===== src/rtl/muldiv_sequencer.sv =====
// muldiv_sequencer: multi-cycle RV32IM M-extension unit (MUL/MULH/MULHSU/MULHU,
// DIV/DIVU/REM/REMU). Radix-2 shift-add multiply and restoring divide, one
// iteration per cycle over XLEN cycles, followed by a single sign-fix cycle.
//
// Ports:
//   clk            in   rising-edge clock
//   rst_n          in   synchronous active-low reset
//   start_i        in   request, sampled only while idle
//   alu_control_i  in   5-bit op code; only the eight M codes are accepted
//   src_a_i        in   rs1 (multiplicand / dividend)
//   src_b_i        in   rs2 (multiplier / divisor)
//   flush_i        in   abort the in-flight op
//   busy_o         out  registered; high while iterating or fixing signs
//   stall_o        out  combinational; holds the pipeline until the result is ready
//   done_o         out  registered; one-cycle pulse with a valid result
//   result_o       out  registered; holds the last result until the next done
module muldiv_sequencer #(
  parameter int unsigned XLEN      = 32,
  parameter bit          EARLY_OUT = 1'b1
) (
  input  logic            clk,
  input  logic            rst_n,
  input  logic            start_i,
  input  logic [4:0]      alu_control_i,
  input  logic [XLEN-1:0] src_a_i,
  input  logic [XLEN-1:0] src_b_i,
  input  logic            flush_i,
  output logic            busy_o,
  output logic            stall_o,
  output logic            done_o,
  output logic [XLEN-1:0] result_o
);

  localparam int unsigned CW = (XLEN > 2) ? $clog2(XLEN) : 1;
  localparam int unsigned PW = 2 * XLEN;

  // M-extension op codes (alu_control encoding)
  localparam logic [4:0] ALU_MUL    = 5'd16;
  localparam logic [4:0] ALU_MULH   = 5'd17;
  localparam logic [4:0] ALU_MULHSU = 5'd18;
  localparam logic [4:0] ALU_MULHU  = 5'd19;
  localparam logic [4:0] ALU_DIV    = 5'd20;
  localparam logic [4:0] ALU_DIVU   = 5'd21;
  localparam logic [4:0] ALU_REM    = 5'd22;
  localparam logic [4:0] ALU_REMU   = 5'd23;

  localparam logic [1:0] S_IDLE = 2'd0;
  localparam logic [1:0] S_RUN  = 2'd1;
  localparam logic [1:0] S_FIX  = 2'd2;
  localparam logic [1:0] S_DONE = 2'd3;

  localparam logic [XLEN-1:0] XMIN = {1'b1, {(XLEN-1){1'b0}}};

  logic [1:0]      state_q, state_d;
  logic [CW-1:0]   cnt_q, cnt_d;
  logic [PW-1:0]   prod_q, prod_d;
  logic [XLEN-1:0] a_mag_q, a_mag_d;
  logic [XLEN-1:0] b_mag_q, b_mag_d;
  logic            div_q, div_d;
  logic            hi_q, hi_d;
  logic            neg_res_q, neg_res_d;
  logic            neg_rem_q, neg_rem_d;
  logic            busy_q, busy_d;
  logic            done_q, done_d;
  logic [XLEN-1:0] result_q, result_d;

  // Op decode: validity, divide vs multiply, operand signedness, high/rem select
  logic op_valid, op_div, op_sa, op_sb, op_hi;

  always_comb begin
    op_valid = 1'b1;
    op_div   = 1'b0;
    op_sa    = 1'b0;
    op_sb    = 1'b0;
    op_hi    = 1'b0;
    case (alu_control_i)
      ALU_MUL:    begin op_sa = 1'b1; op_sb = 1'b1; end
      ALU_MULH:   begin op_sa = 1'b1; op_sb = 1'b1; op_hi = 1'b1; end
      ALU_MULHSU: begin op_sa = 1'b1; op_hi = 1'b1; end
      ALU_MULHU:  begin op_hi = 1'b1; end
      ALU_DIV:    begin op_div = 1'b1; op_sa = 1'b1; op_sb = 1'b1; end
      ALU_DIVU:   begin op_div = 1'b1; end
      ALU_REM:    begin op_div = 1'b1; op_sa = 1'b1; op_sb = 1'b1; op_hi = 1'b1; end
      ALU_REMU:   begin op_div = 1'b1; op_hi = 1'b1; end
      default:    op_valid = 1'b0;
    endcase
  end

  // Operand magnitudes and divide special cases at acceptance
  logic            a_neg, b_neg, b_zero, div_ovf, early;
  logic [XLEN-1:0] a_mag, b_mag, early_res;

  always_comb begin
    a_neg     = op_sa & src_a_i[XLEN-1];
    b_neg     = op_sb & src_b_i[XLEN-1];
    a_mag     = a_neg ? -src_a_i : src_a_i;
    b_mag     = b_neg ? -src_b_i : src_b_i;
    b_zero    = (src_b_i == '0);
    div_ovf   = op_div & op_sa & (src_a_i == XMIN) & (src_b_i == '1);
    early     = EARLY_OUT & op_div & (b_zero | div_ovf);
    // Overflow quotient equals the dividend (most negative value), remainder 0
    if (op_hi) early_res = b_zero ? src_a_i : '0;
    else       early_res = b_zero ? '1 : src_a_i;
  end

  // One iteration step: prod_q holds {hi, lo} = {partial product, multiplier}
  // for multiply, {remainder, dividend/quotient} for divide.
  logic [XLEN:0]   mul_sum;
  logic [PW-1:0]   mul_next;
  logic [XLEN:0]   div_shift, div_diff;
  logic            div_ok;
  logic [PW-1:0]   div_next;

  always_comb begin
    mul_sum   = {1'b0, prod_q[PW-1:XLEN]} + (prod_q[0] ? {1'b0, a_mag_q} : '0);
    mul_next  = {mul_sum, prod_q[XLEN-1:1]};
    div_shift = {prod_q[PW-1:XLEN], prod_q[XLEN-1]};
    div_diff  = div_shift - {1'b0, b_mag_q};
    div_ok    = ~div_diff[XLEN];
    div_next  = {(div_ok ? div_diff[XLEN-1:0] : div_shift[XLEN-1:0]),
                 prod_q[XLEN-2:0], div_ok};
  end

  // Sign correction and result selection for the FIX cycle
  logic [PW-1:0]   mul_fix;
  logic [XLEN-1:0] quo_fix, rem_fix, fix_res;

  always_comb begin
    mul_fix = neg_res_q ? -prod_q : prod_q;
    quo_fix = neg_res_q ? -prod_q[XLEN-1:0] : prod_q[XLEN-1:0];
    rem_fix = neg_rem_q ? -prod_q[PW-1:XLEN] : prod_q[PW-1:XLEN];
    if (div_q) fix_res = hi_q ? rem_fix : quo_fix;
    else       fix_res = hi_q ? mul_fix[PW-1:XLEN] : mul_fix[XLEN-1:0];
  end

  // Next-state and registered-output logic
  always_comb begin
    state_d   = state_q;
    cnt_d     = cnt_q;
    prod_d    = prod_q;
    a_mag_d   = a_mag_q;
    b_mag_d   = b_mag_q;
    div_d     = div_q;
    hi_d      = hi_q;
    neg_res_d = neg_res_q;
    neg_rem_d = neg_rem_q;
    done_d    = 1'b0;
    result_d  = result_q;

    case (state_q)
      S_IDLE: begin
        if (start_i && op_valid && !flush_i) begin
          a_mag_d   = a_mag;
          b_mag_d   = b_mag;
          div_d     = op_div;
          hi_d      = op_hi;
          // A zero divisor never negates the quotient: it must stay all-ones
          neg_res_d = (a_neg ^ b_neg) & ~(op_div & b_zero);
          neg_rem_d = a_neg;
          cnt_d     = '0;
          prod_d    = {{XLEN{1'b0}}, (op_div ? a_mag : b_mag)};
          if (early) begin
            result_d = early_res;
            done_d   = 1'b1;
            state_d  = S_DONE;
          end else begin
            state_d  = S_RUN;
          end
        end
      end
      S_RUN: begin
        if (flush_i) begin
          state_d = S_IDLE;
        end else begin
          prod_d = div_q ? div_next : mul_next;
          if (cnt_q == CW'(XLEN - 1)) begin
            state_d = S_FIX;
          end else begin
            cnt_d = cnt_q + CW'(1);
          end
        end
      end
      S_FIX: begin
        if (flush_i) begin
          state_d = S_IDLE;
        end else begin
          result_d = fix_res;
          done_d   = 1'b1;
          state_d  = S_DONE;
        end
      end
      S_DONE: begin
        state_d = S_IDLE;
      end
      default: begin
        state_d = S_IDLE;
      end
    endcase

    busy_d = (state_d == S_RUN) || (state_d == S_FIX);
  end

  always_ff @(posedge clk) begin
    if (!rst_n) begin
      state_q   <= S_IDLE;
      cnt_q     <= '0;
      prod_q    <= '0;
      a_mag_q   <= '0;
      b_mag_q   <= '0;
      div_q     <= 1'b0;
      hi_q      <= 1'b0;
      neg_res_q <= 1'b0;
      neg_rem_q <= 1'b0;
      busy_q    <= 1'b0;
      done_q    <= 1'b0;
      result_q  <= '0;
    end else begin
      state_q   <= state_d;
      cnt_q     <= cnt_d;
      prod_q    <= prod_d;
      a_mag_q   <= a_mag_d;
      b_mag_q   <= b_mag_d;
      div_q     <= div_d;
      hi_q      <= hi_d;
      neg_res_q <= neg_res_d;
      neg_rem_q <= neg_rem_d;
      busy_q    <= busy_d;
      done_q    <= done_d;
      result_q  <= result_d;
    end
  end

  assign busy_o   = busy_q;
  assign done_o   = done_q;
  assign result_o = result_q;
  assign stall_o  = (start_i & op_valid & (state_q == S_IDLE)) | busy_q;

endmodule


===== config.mk =====
export PLATFORM = sky130hd
export DESIGN_NAME = muldiv_sequencer
export DESIGN_NICKNAME = d
export VERILOG_FILES = /design/src/rtl/muldiv_sequencer.sv
export SDC_FILE = /design/constraint.sdc
export NUM_CORES = 1
export LEC_CHECK = 0
export ABC_AREA = 1
export CAP_MARGIN = 20
export CORE_MARGIN = 1.5
export CORE_UTILIZATION = 45
export DETAILED_ROUTE_END_ITERATION = 6
export DONT_BUFFER_PORTS = 1
export SYNTH_ARGS = -nofsm -noshare
export SYNTH_HDL_FRONTEND = slang
export SYNTH_SLANG_ARGS = --single-unit

===== constraint.sdc =====
create_clock -name clk -period 7.9 [get_ports clk]
set_clock_uncertainty 0.05 [all_clocks]
set_input_delay 1.58 -clock clk [delete_from_list [all_inputs] [get_ports clk]]
set_output_delay 1.58 -clock clk [all_outputs]
set_load 0.02 [all_outputs]

==> After elaboration in Yosys (flattened, before gate mapping) <==
Index checks and enable logic that the tools add are counted.
{ "op_classes": {"add_sub_neg": 8, "eq_ne": 21, "mux": 41, "bitwise_logic": 15, "reduce_logical": 17} }
{ "op_table": {"columns": ["operator", "n"], "rows": [
  ["2-to-1 mux 32 bit", 16],
  ["2-to-1 mux 64 bit", 4],
  ["negator 32 bit", 4],
  ["one-hot mux 64 bit (2 select lines)", 1],
  ["equality test 32 bit, second input constant", 2],
  ["negator 64 bit", 1],
  ["one-hot mux 32 bit (2 select lines)", 1],
  ["equality test 5 bit, second input constant", 9],
  ["adder 32 x 32 -> 33 bit", 1],
  ["subtractor 33 x 32 -> 33 bit", 1],
  ["logical NOT 32 bit", 1],
  ["2-to-1 mux 5 bit", 3],
  ["bitwise AND 1 bit", 10],
  ["2-to-1 mux 2 bit", 5],
  ["inequality test 2 bit, second input constant", 5],
  ["one-hot mux 5 bit (2 select lines)", 1],
  ["OR reduction 5 bit", 2],
  ["2-to-1 mux 1 bit", 8],
  ["one-hot mux 2 bit (4 select lines)", 1],
  ["AND reduction 4 bit", 2],
  ["OR reduction 4 bit", 2],
  ["OR reduction 8 bit", 1],
  ["equality test 2 bit, second input constant", 3],
  ["adder 5 x 1 -> 5 bit, second input constant", 1],
  ["other kinds (12)", 17]
]} }
{ "totals": {"ff_bits": 173, "inputBits": 73, "elab_cells": 114} }

==> Depth between registers and ports, before layout <==
Gate-level depths: netlist of the first run.
{ "logic_depth": {"depth_word": 13, "depth_mapped": 22, "ltp_nobuf": 20} }

==> Worst setup path before layout of the first run <==
OpenSTA, ideal clock, no wires.
{ "synth_path": {"path_type": "input-to-output", "start": "in alu_control_i[3]", "end": "out stall_o", "arrival_ps": 2202, "required_ps": 6270, "setup_slack_ps": 4068, "cell_stages": 6, "n_path_buf": 0, "path_cell_list": "inv_1 > nand2_2 > inv_2 > nand2_1 > nor3_1 > or2_2"} }
{ "synth_via": {"elab_chain_cells": 6, "elab_cells_between_ends": 13, "classes_between": "8 x eq/ne; 1 x mux; 3 x bitwise; 1 x reduce/logical"} }
{ "synth_rtl": {"columns": ["item", "line_no", "source"], "rows": [
  ["from (decl)", "24", "input logic [4:0] alu_control_i,"],
  ["equality test 5 bit", "76", "case (alu_control_i)"],
  ["OR reduction 8 bit (no source line) (*)", null, null],
  ["2-to-1 mux 1 bit (*)", "76", null],
  ["bitwise AND 1 bit (*) (2 in a row)", "236", "assign stall_o = (start_i & op_valid & (state_q == S_IDLE)) | busy_q;"],
  ["OR 1 bit (*)", "236", null],
  ["to (decl)", "29", "output logic stall_o,"]
]} }
Mark *: on every way between the ends. The rest lies on a longest branch, timed or not.

==> Final worst setup path of the first run <==
Ends and elaborated chain as after synthesis.

==> summary.md, run 1 <==
| Metric | Value |
|---|---|
| Run status | `finished, final reports clean` |
| Highest metal used | `met4` |
| DRT met1 WL | `35,400 µm` |
| Post-synth ARST share | `0%` |
| Worst endpoint required time | `6.27 ns` |
| Primary FF master, synth | `dfxtp_1` |
| Final setup margin | `3.873 ns` |
| Worst Path Buf+Inv | `2` |
| Avg WL per Cell | `21.90 µm` |
| Post-cts sizing count | `0` |
| CP Data Arrival Time | `2.40 ns` |
| Clock buffer count from CTS | `17` |
| CP max stage delay | `0.25 ns` |
| Max Cap Viol | `0` |
| Fmax | `0.2483 GHz` |
| I/O Buffers | `0` |
| Mapped Area | `18,860 µm²` |
| CP max FO | `3` |
| DIE WIDTH | `207.7 µm` |
| Mux cell area share after synthesis | `0.1061%` |
| Die area | `43,160 µm²` |
| Cell Pwr Density | `121.7 nW/µm²` |
| Post-synthesis sequential element count | `173` |
| Hold Crit Class | `reg2reg` |
| Setup_tns | `0 ns` |
| Hold Path Cell Cnt | `2` |
| # rows | `74` |
| IR drop worst, VDD | `0.0001349 V` |
| WHS | `0.4148 ns` |
| Crit path max-delay family | `simple AND/OR/NAND/NOR gates` |
| Final wirelength | `86,300 µm` |
| Rel. slew slack | `29.31%` |
| Clk_lat worst skew | `0.49 ns` |
| First-pass GRT wire length | `128,000 µm` |
| Worst setup EP type | `output pin` |
| Adder-Cell Fraction of Synth Area | `5.293%` |
| Leakage | `9.988 nW` |
| Root Driver | `clkbuf_16` |
| Yosys cell types | `52` |
| Synthesized net count | `3,623` |
| Pin count of the biggest net entering global routing | `83` |
| Vias | `23,140` |
| Share of the synthesized area in the top cell type | `21.13%` |
| Hpwl dp | `68,750 µm` |
| Tcrit/Tclk final | `50.98%` |
| All-layer global routing usage | `39.15%` |
| Post-Place Cell Area | `19,170 µm²` |
| Chip height | `207.7 µm` |
| Post-synth EDFFs | `0` |
| RSZ-0062 raised after global routing | `false` |
| # fillers | `4,637` |
| CP cell instances | `inv_1, nand2_2, inv_2, nand2_1, nor3_1, or2_2` |
| Min Tclk post-route | `4.027 ns` |
| First-pass DRT Iterations | `6` |
| Storage cell area | `3466 µm²` |
| Final max-slew violation count | `0` |
| Avg Cell Area, Syn | `5.425 µm²` |
| Commonest cells post-synth | `1,062 x nand2_1, 505 x inv_1, 380 x nor2_1` |
| CP Class | `in2out` |
| Number of global-route vias before repair | `20,700` |
| Vias/cell | `5.873` |
| Reg2Reg Depth | `18` |
| Placement Setup Slack | `3.365 ns` |
| Area Growth Syn to Fin | `4.855%` |
| Most frequent cell after synthesis | `nand2_1` |
| Setup violators final | `0` |
| Clock buffer depth | `2` |
| Postcts setup bufs | `0` |
| DRC Markers | `0` |
| Worst-path clk slew | `0.08 ns` |
| CTS tree | `yes` |
| DR iter-0 viols | `2,886` |
| Synth Area in XOR/XNOR | `3.668%` |
| Final GP Congestion | `1.041` |
| Top cells by area, synth | `nand2_1 21%, dfxtp_1 18%, inv_1 10%` |
| Total grt overflow | `0` |
| Core area | `41,110 µm²` |
| Multi-input logic area | `12,910 µm²` |
| Nets | `3,541` |
| Hold_buf cts | `0` |
| Post-synthesis cell count | `3,477` |
| Fin area | `19,780 µm²` |
| DR WL met3 | `8946 µm` |
| Initial antenna violation count | `0` |
| Critical path launch point type | `input pin` |
| Ant diodes | `0` |
| I/O pins | `108` |
| Crit path depth | `6` |
| Crit-path slowest cell | `or2_2` |
| Synth Area in Compound Gates | `15.77%` |
| Final Hold Viols | `0` |
| Clock sinks | `173` |
| Largest area contributor in the netlist | `nand2_1` |
| Share of layout cells above drive strength 1 | `3.697%` |
| Tightest Pin Transition | `1.059 ns` |
| Yosys warns | `0` |
| H-tree levels | `4` |
| Largest family of logic cells by synthesized area | `simple AND/OR/NAND/NOR gates` |
| Synth Area in Simple Gates | `43.53%` |
| Starting Density | `45.89%` |
| Antenna viol nets, final | `0` |
| Post-synthesis sequential area ratio | `18.36%` |
| WL met2 | `37,530 µm` |
## sequential cells by signal (all words and copies together) (netlist names)
register and cells:
prod_q 64, a_mag_q 32, b_mag_q 32, result_o 32
cnt_q 5, state_q 2, busy_o 1, div_q 1
done_o 1, hi_q 1, neg_rem_q 1, neg_res_q 1
## final cells by class
cell class	instances	area share, %
clock inverter	15	0.8729
timing repair buffer	24	0.9868
clock buffer	17	2.151
sequential	173	17.52
multi-input combinational	2662	65.29
inverter	517	9.811
tap	532	3.365
## stage by stage
stage | power, mW | instances | utilization, %
2_1_floorplan | 1.353 | 3477 | -
3_3_place_gp | 1.517 | 3906 | 46.59
3_5_place_dp | 1.522 | 3907 | 46.62
4_1_cts | 2.393 | 3939 | 48.08
5_1_grt | 2.505 | 3940 | 48.12
6_report | 2.407 | 3940 | 48.12
## worst min-delay path, delay by kind of cell, from the launching register on
kind	cells	cell delay, ns
flops	1	0.32
simple gates	2	0.10
## path summary, 6_finish.rpt
check,startpoint,end,slack [ns]
min reg2reg,a_mag_q[14],a_mag_q[14],0.41
max,alu_control_i[3],stall_o,3.87
max reg2reg,prod_q[31],prod_q[60],4.23
min,a_mag_q[14],a_mag_q[14],0.41
## power breakdown
part,internal [mW],switching (mW)
clock network,0.426,0.457
registers,0.889,0.0235
logic,0.170,0.441
## cell usage in the layout (no fill, tap or decap), types with 24 or more instances in the layout
master / count
nand2_1: 1062
inv_1: 504
nor2_1: 377
nand3_1: 329
o21ai_0: 228
a21oi_1: 224
dfxtp_1: 171
ha_1: 71
xor2_1: 60
nor3_1: 52
nand4_1: 51
o22ai_1: 24
## routing by layer
layer | vias up | track usage (%)
li1 | 10980 | -
met1 | 10690 | 51.86
met2 | 1259 | 61.56
met3 | 217 | 7.126
met4 | 0 | 18.30
met5 | - | 0
## cell families (layout without fill, tap and decap cells)
logic type / count (synthesis) / count (layout)
simple gates: 1949 / 1949
buf+inv: 642 / 573
compound gates: 552 / 552
flops: 173 / 173
fa+ha+maj: 80 / 80
xor+xnor: 79 / 79
mux: 2 / 2
Power figures use the tool's default switching activity.
==> run 2: changes to the inputs <==
==> constraint.sdc (replaced) <==
create_clock -name clk -period 3.31 [get_ports clk]
set_clock_uncertainty 0.05 [all_clocks]
set_input_delay 0.662 -clock clk [delete_from_list [all_inputs] [get_ports clk]]
set_output_delay 0.662 -clock clk [all_outputs]
set_load 0.02 [all_outputs]
==> summary.md, run 2 (synthesis results as in run 1) <==
| Metric | Value |
|---|---|
| CP Data Arrival Time | `3.38 ns` |
| Final standard cell utilization of the core | `49.08%` |
| Area Growth Syn to Fin | `6.951%` |
| Post-Place Cells | `3,952` |
| Worst endpoint required time | `3.60 ns` |
| Max Cap Viol | `0` |
| Clk_lat worst skew | `0.48 ns` |
| Total power | `5.906 mW` |
| Number of global-route vias before repair | `20,780` |
| I/O Buffers | `0` |
| CP cell instances | `inv_1, ha_1, nand2_1, inv_1, nand3_1, nor2_1, nand4_1, nand2_1, a21oi_1, o21ai_0, a21oi_1` |
| DRT met1 WL | `35,690 µm` |
| Ant diodes | `0` |
| WHS | `0.2513 ns` |
| H-tree levels | `4` |
| Post-Place Cell Area | `19,530 µm²` |
| Fin area | `20,180 µm²` |
| WL met2 | `36,110 µm` |
| Final wirelength | `84,150 µm` |
| Tightest Pin Transition | `1.076 ns` |
| Commonest non-fill, non-tap cell in the layout | `nand2_1` |
| Highest metal used | `met5` |
| Rel. slew slack | `28.17%` |
| Worst-path clk slew | `0.08 ns` |
| Worst setup EP type | `register` |
| Crit path depth | `11` |
| Share of layout cells above drive strength 1 | `4.925%` |
| Core area | `41,110 µm²` |
| Most frequent cells in the layout | `1,062 x nand2_1, 504 x inv_1, 377 x nor2_1` |
| Antenna viol nets, final | `0` |
| Cell Pwr Density | `292.7 nW/µm²` |
| Reg2Reg Depth | `11` |
| Avg WL per Cell | `21.12 µm` |
| Min Tclk post-route | `3.091 ns` |
| Clock buffer depth | `2` |
| First-pass GRT wire length | `126,100 µm` |
| Final Hold Viols | `0` |
| Clock buffer count from CTS | `17` |
| Pin count of the biggest net entering global routing | `62` |
| Post-Layout Cell Count | `3,984` |
| Final GP Congestion | `1.049` |
| DR iter-0 viols | `2,667` |
| Setup_tns | `0 ns` |
| Worst Path Buf+Inv | `2` |
| Tcrit/Tclk final | `93.39%` |
| Final setup margin | `0.2189 ns` |
| Largest register FFs | `64` |
| DR WL met3 | `8621 µm` |
| DRC Markers | `0` |
| Vias | `22,950` |
| Leakage | `10.24 nW` |
| CP Class | `reg2reg` |
| Setup violators final | `0` |
| Run status | `finished, final reports clean` |
| Hold Crit Class | `in2reg` |
| Final max-slew violation count | `0` |
| # rows | `74` |
| Hpwl dp | `68,800 µm` |
| CTS tree | `yes` |
| CP max FO | `6` |
| Clock sinks | `173` |
| CP max stage delay | `0.66 ns` |
| DIE WIDTH | `207.7 µm` |
| Placement Setup Slack | `0.2494 ns` |
| Root Driver | `clkbuf_16` |
| Crit path max-delay family | `simple AND/OR/NAND/NOR gates` |
| Reg with most FFs | `prod_q` |
| Die area | `43,160 µm²` |
| Starting Density | `45.89%` |
| Hold Path Cell Cnt | `2` |
| Initial antenna violation count | `1` |
| Fmax | `0.3235 GHz` |
| Crit-path slowest cell | `o21ai_0` |
| Chip height | `207.7 µm` |
| Nets | `3,585` |
| # fillers | `4,602` |
| RSZ-0062 raised after global routing | `false` |
| IR drop worst, VDD | `0.0002939 V` |
| I/O pins | `108` |
| Critical path launch point type | `register` |
| First-pass DRT Iterations | `6` |
| Total grt overflow | `0` |
| Vias/cell | `5.761` |
| All-layer global routing usage | `38.37%` |
[run 2: area by class of cell]
class,instances,area [µm²],share of cell area (%)
clock buffers,17,425.4,2.109
clock inverters,15,215.2,1.067
inverters,517,1941,9.619
multi-input cells,2662,12910,64.01
flip-flops and latches,173,3466,17.18
well taps,532,665.6,3.299
repair buffers,68,548.0,2.716
[run 2: path summary, 6_finish.rpt]
| path | endpoint | startpoint | slack (ns) |
|---|---|---|---|
| setup / recovery | result_o[12] | prod_q[32] | 0.22 |
| hold / removal | busy_o | rst_n | 0.25 |
| setup reg to reg | result_o[12] | prod_q[32] | 0.22 |
| hold reg to reg | a_mag_q[18] | a_mag_q[18] | 0.42 |
[run 2: worst reg2reg max path, delay by kind of cell, from the launching register on]
family	cells	cell delay, ns
adders and majority gates	1	0.33
DFF	1	0.34
buffers and inverters	2	0.37
and+or+nand+nor	5	1.00
AOI/OAI and AO/OA	3	0.86
[run 2: per-layer routing]
metal / up-vias / global-route usage [%]
li1: 11060 / -
met1: 10590 / 51.24
met2: 1146 / 59.28
met3: 160 / 8.714
met4: 2 / 16.23
met5: - / 0
[run 2: repair_timing]
| item | in CTS | in global routing |
|---|---|---|
| setup endpoints to repair | 0 | 13 |
| gates resized for setup | 0 | 1 |
| buffers inserted | 0 | 0 |
| hold buffers | 0 | 0 |
[run 2: where the power goes]
group | switching, mW | internal [mW]
Sequential | 0.0527 | 2.12
Combinational | 1.09 | 0.444
Clock | 1.09 | 1.11
Total | 2.23 | 3.67
